===== config.mk =====
export PLATFORM = sky130hd
export DESIGN_NAME = arb_fifo_bridge
export DESIGN_NICKNAME = d
export VERILOG_FILES = /design/src/rtl/arb_fifo_bridge.sv
export SDC_FILE = /design/constraint.sdc
export NUM_CORES = 1
export LEC_CHECK = 0
export ABC_AREA = 1
export CAP_MARGIN = 30
export CORE_MARGIN = 4
export CORE_UTILIZATION = 40
export CTS_CLUSTER_SIZE = 14
export DETAILED_ROUTE_END_ITERATION = 7
export SYNTH_ARGS = -nofsm -noshare
export SYNTH_HDL_FRONTEND = slang
export SYNTH_SLANG_ARGS = --single-unit

===== constraint.sdc =====
create_clock -name BUS_CLK -period 6.66 [get_ports BUS_CLK]
set_clock_uncertainty 0.05 [all_clocks]
set_input_delay 0.999 -clock BUS_CLK [delete_from_list [all_inputs] [get_ports BUS_CLK]]
set_output_delay 0.999 -clock BUS_CLK [all_outputs]
set_load 0.005 [all_outputs]

===== src/rtl/arb_fifo_bridge.sv =====
// Elastic buffer between the readout arbiter and the downstream transfer FIFO.
// Absorbs NEAR_FULL back-pressure with resume hysteresis and exports fill/traffic counters.
module arb_fifo_bridge #(
  parameter int ADDR_WIDTH    = 4,
  parameter int RESUME_CYCLES = 4
) (
  input  logic                  BUS_CLK,
  input  logic                  BUS_RST,
  input  logic                  ARB_WRITE,
  input  logic [31:0]           ARB_DATA,
  output logic                  ARB_READY,
  output logic                  FIFO_WRITE,
  output logic [31:0]           FIFO_DATA,
  input  logic                  FIFO_FULL,
  input  logic                  FIFO_NEAR_FULL,
  input  logic                  CLEAR_COUNTERS,
  output logic [ADDR_WIDTH:0]   FILL_LEVEL,
  output logic [31:0]           WORD_COUNT,
  output logic [15:0]           HOLD_COUNT
);

  localparam int DEPTH = 1 << ADDR_WIDTH;
  localparam int CNT_W = ADDR_WIDTH + 1;
  localparam logic [CNT_W-1:0] DEPTH_C  = CNT_W'(DEPTH);
  localparam logic [7:0]       RESUME_C = 8'(RESUME_CYCLES - 1);

  // state | meaning
  // RUN   | pops allowed whenever buffer non-empty and downstream not full/near-full
  // HOLD  | pops blocked until NEAR_FULL stays low for RESUME_CYCLES cycles
  typedef enum logic {RUN = 1'b0, HOLD = 1'b1} state_t;

  state_t                 state_q, state_d;
  logic [7:0]             run_cnt_q, run_cnt_d;
  logic [ADDR_WIDTH-1:0]  wr_ptr_q, wr_ptr_d;
  logic [ADDR_WIDTH-1:0]  rd_ptr_q, rd_ptr_d;
  logic [CNT_W-1:0]       count_q, count_d;
  logic                   arb_ready_q, arb_ready_d;
  logic                   fifo_write_q, fifo_write_d;
  logic [31:0]            fifo_data_q, fifo_data_d;
  logic [31:0]            word_count_q, word_count_d;
  logic [15:0]            hold_count_q, hold_count_d;
  logic [31:0]            mem_q [DEPTH];

  logic push, pop, non_empty;

  always_comb begin
    non_empty = (count_q != '0);
    push      = ARB_WRITE & arb_ready_q;
    pop       = non_empty & ~FIFO_FULL & ~FIFO_NEAR_FULL & (state_q == RUN);
  end

  always_comb begin
    state_d   = state_q;
    run_cnt_d = run_cnt_q;
    case (state_q)
      RUN: begin
        run_cnt_d = '0;
        if (FIFO_NEAR_FULL) state_d = HOLD;
      end
      HOLD: begin
        if (FIFO_NEAR_FULL) begin
          run_cnt_d = '0;
        end else if (run_cnt_q >= RESUME_C) begin
          state_d   = RUN;
          run_cnt_d = '0;
        end else begin
          run_cnt_d = run_cnt_q + 8'd1;
        end
      end
      default: begin
        state_d   = RUN;
        run_cnt_d = '0;
      end
    endcase
  end

  always_comb begin
    wr_ptr_d     = push ? wr_ptr_q + 1'b1 : wr_ptr_q;
    rd_ptr_d     = pop  ? rd_ptr_q + 1'b1 : rd_ptr_q;
    count_d      = count_q;
    if (push && !pop)      count_d = count_q + 1'b1;
    else if (!push && pop) count_d = count_q - 1'b1;
    // Ready looks ahead at the next count so a registered ready can never overfill.
    arb_ready_d  = (count_d < DEPTH_C);
    fifo_write_d = pop;
    fifo_data_d  = pop ? mem_q[rd_ptr_q] : fifo_data_q;

    word_count_d = word_count_q;
    hold_count_d = hold_count_q;
    if (CLEAR_COUNTERS) begin
      word_count_d = '0;
      hold_count_d = '0;
    end else begin
      if (pop) word_count_d = word_count_q + 32'd1;
      if (non_empty && !pop && hold_count_q != 16'hFFFF) hold_count_d = hold_count_q + 16'd1;
    end
  end

  always_ff @(posedge BUS_CLK) begin
    if (BUS_RST) begin
      state_q      <= RUN;
      run_cnt_q    <= '0;
      wr_ptr_q     <= '0;
      rd_ptr_q     <= '0;
      count_q      <= '0;
      arb_ready_q  <= 1'b0;
      fifo_write_q <= 1'b0;
      fifo_data_q  <= '0;
      word_count_q <= '0;
      hold_count_q <= '0;
    end else begin
      state_q      <= state_d;
      run_cnt_q    <= run_cnt_d;
      wr_ptr_q     <= wr_ptr_d;
      rd_ptr_q     <= rd_ptr_d;
      count_q      <= count_d;
      arb_ready_q  <= arb_ready_d;
      fifo_write_q <= fifo_write_d;
      fifo_data_q  <= fifo_data_d;
      word_count_q <= word_count_d;
      hold_count_q <= hold_count_d;
    end
  end

  // Storage needs no reset: the pointers and count define which entries are valid.
  always_ff @(posedge BUS_CLK) begin
    if (push && !BUS_RST) mem_q[wr_ptr_q] <= ARB_DATA;
  end

  assign ARB_READY  = arb_ready_q;
  assign FIFO_WRITE = fifo_write_q;
  assign FIFO_DATA  = fifo_data_q;
  assign FILL_LEVEL = count_q;
  assign WORD_COUNT = word_count_q;
  assign HOLD_COUNT = hold_count_q;

endmodule


# --- Word level (Yosys, flattened, before mapping) ---
# Memory sizes are Yosys's and may differ from the RTL's. A register that Yosys moved wholly into a read port is not among the register bits.
# Cells that the tools add are included.
classes:
  n_eq_ne: 1
  n_mux: 11
  reduce_logical: 10
  order_cmp: 2
  bitwise_logic: 7
  n_addsub: 7
ops:
  columns: ["operator", "n"]
  rows:
  - ["32-bit by 1-bit adder with 32-bit output (second input constant)", 1]
  - ["16-bit by 1-bit adder with 16-bit output (second input constant)", 1]
  - ["8-bit two-way mux", 2]
  - ["16-bit inequality test (second input constant)", 1]
  - ["8-bit one-hot mux with 2 select lines", 1]
  - ["5-bit two-way mux", 2]
  - ["4-bit by 1-bit adder with 4-bit output (second input constant)", 2]
  - ["8-bit by 1-bit adder with 8-bit output (second input constant)", 1]
  - ["8-bit by 2-bit greater-or-equal comparator with 1-bit output (second input constant)", 1]
  - ["5-bit by 1-bit adder with 5-bit output (second input constant)", 1]
  - ["1-bit logical AND", 5]
  - ["5-bit < comparator (second input constant)", 1]
  - ["1-bit two-way mux", 5]
  - ["5-bit nonzero test", 1]
  - ["5-bit by 1-bit subtractor with 5-bit output (second input constant)", 1]
  - ["1-bit bitwise AND", 4]
  - ["1-bit zero test", 3]
  - ["1-bit inverter", 3]
  - ["1-bit one-hot mux with 2 select lines", 1]
  - ["2-bit OR reduction", 1]
word_totals:
  input_bits: 38
  memories: 1
  regBits: 72
  mem_bits_rw: 512
memory_table:
  columns: ["memory", "depth", "word_bits", "rd", "rd_ports_with_merged_regs", "write_ports", "line", "text"]
  rows:
  - ["mem_q", 16, 32, 1, 1, 1, "42", "logic [31:0] mem_q [DEPTH];"]

# --- Logic depth before layout (Yosys ltp) ---
# Gate-level depths: netlist of run 1.
logic_depth:
  ltp_word: 8
  mapped_depth: 14

# --- Least setup slack after synthesis of run 1 ---
# No wires, ideal clock.
synth_timing:
  path_kind: "input-to-reg"
  start: "input BUS_RST"
  end: "memory mem_q[15][0] (enable)"
  stages: 5
  slack_ns: 3.147
  t_required_ns: 6.189
  setup_ns: 0.421
  n_path_buf: 2
  arrival_ns: 3.042
  cell_sequence: "clkbuf_1 > inv_1 > clkbuf_1 > nand3_1 > nor2_1"
synth_between:
  elab_chain_cells: 4
synth_rtl:
  columns: ["element", "line", "text"]
  rows:
  - ["from (decl)", "8", "input logic BUS_RST,"]
  - ["1-bit zero test", "127", "if (push && !BUS_RST) mem_q[wr_ptr_q] <= ARB_DATA;"]
  - ["1-bit logical AND", "127", null]
  - ["1-bit two-way mux", "127", null]
  - ["1-bit two-way mux (not written as such)", "127", null]
  - ["to (decl)", "42", null]
# Every way passes these cells.

# --- Worst setup path after layout of run 1 ---
layout_timing:
  start: "input BUS_RST"
  end: "memory mem_q[4][19] (enable)"
# Same word-level chain as after synthesis.

==> flow_summary.json, run 1 <==
{
  "cts_tree": "yes",
  "grt_util_met3_pct": 2.843,
  "rr_worst_depth": 10,
  "total_power_mw": 8.694,
  "critPathLaunchType": "primary input",
  "ir_worst_vdd_mv": 0.1938,
  "slew_headroom_pct": 4.900,
  "layout.nets": 2531,
  "synth.avg_cell_area_um2": 10.69,
  "ctsResizeCount": 0,
  "regToRegSetupSlack_ps": 3530,
  "dp_hpwl_um": 34280,
  "synth_warnings": 0,
  "clk_latency_ps": 640,
  "drtPass1Iterations": 5,
  "status": "complete, no violations",
  "wl_per_cell_um": 18.06,
  "clock-root-buffer": "clkbuf_16",
  "syn-cell-area_um2": 25530,
  "yosys.cell_types.count": 38,
  "seq_area_frac_synth_pct": 68.38,
  "cts_buffers": 60,
  "rsz0062_at_grt": "no",
  "fillerInstances": 5703,
  "setup_slack_ps": 3418,
  "timing.rr.end": "FIFO_DATA[22]",
  "maxSlewViolCount": 0,
  "vias": 17242,
  "hold_viol": 0,
  "grt_max_degree": 240,
  "power_density_nw_per_um2": 292.4,
  "critPathLaunch": "BUS_RST",
  "placedCellCount": 3264,
  "drive_gt1_share_pct": 7.741,
  "numPortBuffers": 124,
  "syn_inst": 2388,
  "seq_area_um2": 17460,
  "final_cell_count_no_fill": 3378,
  "grt_use_met1_pct": 24.11,
  "layout_commonest_cell": "edfxtp_1",
  "ys_ff_latch": 616,
  "core_um2": 63080,
  "hold_buffers": 0,
  "min_period_ps": 3242,
  "end_kind": "register",
  "grt_pass1_vias": 16964,
  "cts_setup_buffers": 0,
  "fp.dieW_um": 260.6,
  "gp_congestion": 0.8286,
  "synthArstFlopShare_pct": 0,
  "endpoint": "mem_q[4][19]",
  "rows": 92,
  "grt_pass1_wl_um": 95230,
  "most-common-layout-cells": "512 x edfxtp_1, 439 x nor2_1, 351 x nand2_1, 261 x nand3_1, 159 x inv_1",
  "hold_class": "reg2reg",
  "synthFlopType": "edfxtp_1",
  "fin_crit_sh_pct": 48.67,
  "die-area_um2": 67930,
  "crit_fanout": 44,
  "max_freq_mhz": 308.5,
  "max-cap-violations": 0,
  "drtIter0Drc": 1381,
  "worstPathArrival_ps": 3480,
  "ant_nets": 0,
  "grt_busiest_layer": "met2",
  "setup_viol": 0,
  "min_delay_path_depth": 1,
  "routed_wl_um": 61020,
  "grt_antenna_before_repair": 0,
  "die_h_um": 260.6,
  "hp-start": "run_cnt_q[0]",
  "n_antenna_cell": 0,
  "area_growth_pct": 16.48,
  "worst_slew_pin_slew_ps": 1426,
  "grtUsageTotal_pct": 17.80,
  "use_met2_pct": 30.05,
  "multiInputGateArea_um2": 6927,
  "final.setup.tns_ps": 0,
  "cts_sinks": 616,
  "preCtsSetupSlack_ps": 2790,
  "h-tree-depth": 2,
  "drcViolationCount": 0,
  "setup.worst_path.class": "in2reg",
  "vias_per_cell": 5.104,
  "synth_edf_count": 512,
  "clock_path_buffers": 3,
  "clk_pin_slew_worst_paths_ps": 60,
  "r2r-start": "rd_ptr_q[0]",
  "worstPathRequired_ps": 6900,
  "p_leak_nw": 10.32,
  "grt-ovfl-total": 0,
  "io_pins": 125,
  "initial_utilization_pct": 40.47
}
## through the flow
step / cell area (um^2) / hold WS [ps] / util, %
2_1_floorplan: 25550 / 346.0 / -
3_3_place_gp: 27520 / 355.3 / 43.63
3_5_place_dp: 27640 / 401.3 / 43.82
4_1_cts: 29740 / 409.6 / 47.14
5_1_grt: 29740 / 431.3 / 47.14
6_report: 29740 / 393.8 / 47.14
## logic make-up after synthesis
family	Yosys count	synth area share [%]
adders and majority gates	13	0.6371
buffers and inverters	294	5.043
AOI/OAI and AO/OA	308	6.626
DFF	616	68.38
other	1	0.01469
and+or+nand+nor	1144	18.89
xor gates and xnor gates	12	0.4117
## area by class of cell
class	instances	share of cell area (%)
clock buffers	71	5.289
clock inverters	43	1.750
inverters	165	2.133
multi-input cells	1483	23.29
flip-flops and latches	616	58.73
well taps	846	3.560
repair buffers	154	5.243
## per-layer routing
metal | routed length (um) | vias to the layer above | share of wire [%]
li1 | - | 8344 | -
met1 | 26750 | 8365 | 44
met2 | 29330 | 445 | 48
met3 | 3685 | 88 | 6.0
met4 | 1253 | 0 | 2.1
met5 | 0 | - | 0
## how the worst min path moves through the flow
stage                   endpoint  slack, ps
floorplan           run_cnt_q[0]        350
global placement    run_cnt_q[0]        360
detailed placement  run_cnt_q[0]        400
CTS                 run_cnt_q[0]        410
global route        run_cnt_q[0]        430
finish              run_cnt_q[0]        390
## cells in the mapped netlist (2+ instances only)
cell type,count,area [um^2]
nor4_1,2,12.51
o21a_1,2,15.01
nand4_1,15,93.84
or2_2,2,12.51
nor2_4,2,22.52
nor3_1,16,80.08
nor2_1,456,1712
nand2_1,351,1318
edfxtp_1,512,15370
o21ai_1,53,265.3
nand3_1,261,1306
o211ai_1,51,382.9
o21ai_0,140,700.7
clkinv_1,2,7.510
ha_1,13,162.7
a31oi_1,2,12.51
buf_6,9,101.4
buf_4,11,82.58
nor2_2,35,219.0
xor2_1,7,61.31
o21bai_1,3,22.52
buf_2,49,245.2
xnor2_1,5,43.79
dfxtp_1,104,2082
inv_2,2,7.510
buf_1,10,37.54
inv_1,160,600.6
a21oi_1,55,275.3
clkbuf_1,49,183.9
## report_power, final
part	leakage, nW	total (mW)	switching (mW)	internal [mW]
sequential	5.45	4.27	0.0414	4.23
clock	1.03	3.57	1.46	2.11
combinational	3.85	0.856	0.565	0.290
## sequential cells by signal, indices dropped and copies added (netlist names), named ones only
name / flops
wr_ptr_q: 4
FILL_LEVEL: 4
ARB_READY: 1
FIFO_DATA: 32
mem_q: 512
FIFO_WRITE: 1
run_cnt_q: 8
rd_ptr_q: 4
WORD_COUNT: 32
state_q: 1
HOLD_COUNT: 16
## worst max-delay path, stage by stage
cell,delay [ps]
buf_2,90
buf_4,320
inv_1,370
nand3_1,420
nor2_4,780
buf_4,460
Power figures use the tool's default switching activity.
==> run 2: changes to the inputs <==
==> constraint.sdc (replaced) <==
create_clock -name BUS_CLK -period 2.8 [get_ports BUS_CLK]
set_clock_uncertainty 0.05 [all_clocks]
set_input_delay 0.42 -clock BUS_CLK [delete_from_list [all_inputs] [get_ports BUS_CLK]]
set_output_delay 0.42 -clock BUS_CLK [all_outputs]
set_load 0.005 [all_outputs]
==> flow_summary.json, run 2 (synthesized netlist as in run 1, its figures left out) <==
{
  "clk_pin_slew_worst_paths_ps": 60,
  "min_period_ps": 2328,
  "vias_per_cell": 5.137,
  "endpoint": "HOLD_COUNT[12]",
  "die_h_um": 260.6,
  "io_pins": 125,
  "n_antenna_cell": 0,
  "largest_register": "mem_q",
  "crit_buf_inv": 2,
  "path_delay_family": "simple AND/OR/NAND/NOR gates",
  "most-common-layout-cells": "512 x edfxtp_1, 439 x nor2_1, 351 x nand2_1, 261 x nand3_1, 159 x inv_1",
  "hold_buffers": 0,
  "p_leak_nw": 10.55,
  "hold_viol": 0,
  "maxSlewViolCount": 0,
  "finalInstanceArea_um2": 30240,
  "max_freq_mhz": 429.6,
  "setup_slack_ps": 472.1,
  "dp_hpwl_um": 36660,
  "grt-ovfl-total": 0,
  "r2r-start": "FILL_LEVEL[0]",
  "final.setup.tns_ps": 0,
  "drtIter0Drc": 1578,
  "fin_util_pct": 47.93,
  "fin_crit_sh_pct": 83.14,
  "hold_class": "in2reg",
  "path_depth": 8,
  "cpPeakStageDelay_ps": 440,
  "status": "complete, no violations",
  "grt_pass1_vias": 17136,
  "grt_antenna_before_repair": 0,
  "rr_worst_depth": 8,
  "rsz0062_at_grt": "no",
  "h-tree-depth": 3,
  "clock_path_buffers": 3,
  "hold_ws_ps": 97.60,
  "cts_sinks": 616,
  "rows": 92,
  "critPathLaunchType": "register",
  "preCtsSetupSlack_ps": 314.4,
  "gp_congestion": 0.8082,
  "wl_per_cell_um": 18.81,
  "largest_reg_flops": 512,
  "worstPathArrival_ps": 2730,
  "routed_wl_um": 63960,
  "worst_slew_pin_slew_ps": 915.2,
  "timing.rr.end": "HOLD_COUNT[12]",
  "vias": 17471,
  "crit_top_cell": "nand2_1",
  "grt_pass1_wl_um": 99060,
  "clk_latency_ps": 600,
  "layout_commonest_cell": "edfxtp_1",
  "ant_nets": 0,
  "cts_buffers": 67,
  "cts_setup_buffers": 0,
  "critPathSlowestCell": "nor2_1",
  "layout.nets": 2553,
  "core_um2": 63080,
  "ir_worst_vdd_mv": 0.3490,
  "postPlaceCellArea_um2": 27940,
  "grt_max_degree": 137,
  "numPortBuffers": 124,
  "area_growth_pct": 18.43,
  "max-cap-violations": 0,
  "grtUsageTotal_pct": 18.68,
  "power_density_nw_per_um2": 709.4,
  "die-area_um2": 67930,
  "slew_headroom_pct": 38.99,
  "critPathLaunch": "FILL_LEVEL[0]",
  "setup_viol": 0,
  "drcViolationCount": 0,
  "initial_utilization_pct": 40.47,
  "fp.dieW_um": 260.6,
  "crit_fanout": 9,
  "regToRegSetupSlack_ps": 470,
  "worstPathRequired_ps": 3200,
  "setup.worst_path.class": "reg2reg",
  "ctsResizeCount": 0,
  "clock-root-buffer": "clkbuf_16",
  "cts_tree": "yes",
  "crit_chain": "inv_1 > ha_1 > nand3_4 > nand2_1 > nor2_1 > clkinv_1 > nand2_1 > a21oi_1",
  "end_kind": "register",
  "drtPass1Iterations": 5,
  "drive_gt1_share_pct": 8.180,
  "min_delay_path_depth": 2
}
==> run 2: cell count changes in the layout (fill, tap and decap cells not counted), moves of 3 or more <==
cell and delta:
clkbuf_16 +10, clkinv_1 +3, clkbuf_1 +7, clkbuf_8 +3, buf_12 +20, clkinv_2 -12
buf_16 -3
==> run 2: routing by layer <==
layer | track usage [%] | up-vias | wire length (um)
met5 | 0 | - | 0
met4 | 5.129 | 0 | 1228
met3 | 2.969 | 77 | 3912
met2 | 30.19 | 534 | 29790
met1 | 26.37 | 8467 | 29030
li1 | - | 8393 | -
==> run 2: how the worst min path moves through the flow <==
stage	start	end
floorplan	run_cnt_q[0]	run_cnt_q[0]
global placement	run_cnt_q[0]	run_cnt_q[0]
detailed placement	run_cnt_q[0]	run_cnt_q[0]
CTS	BUS_RST	state_q
global route	BUS_RST	state_q
finish	BUS_RST	state_q
==> run 2: final cells by class <==
cell class,instances,area [um^2]
fill,5724,32850
sequential,616,17460
inverter,165,630.6
clock buffer,91,1891
tap,846,1059
timing repair buffer,169,1862
clock inverter,31,402.9
multi-input combinational,1483,6927
==> run 2: where the power goes <==
part / switching (mW) / internal, mW / total [mW]
registers: 0.0931 / 10.1 / 10.1
logic: 1.43 / 0.734 / 2.16
clock network: 3.56 / 5.58 / 9.14
==> run 2: metrics by stage <==
stage | total power [mW] | std cells
final | 21.45 | 3401
after global routing | 22.32 | 3401
after CTS | 21.67 | 3401
after detailed placement | 12.51 | 3279
after global placement | 12.47 | 3279
after floorplan | 11.67 | 2393
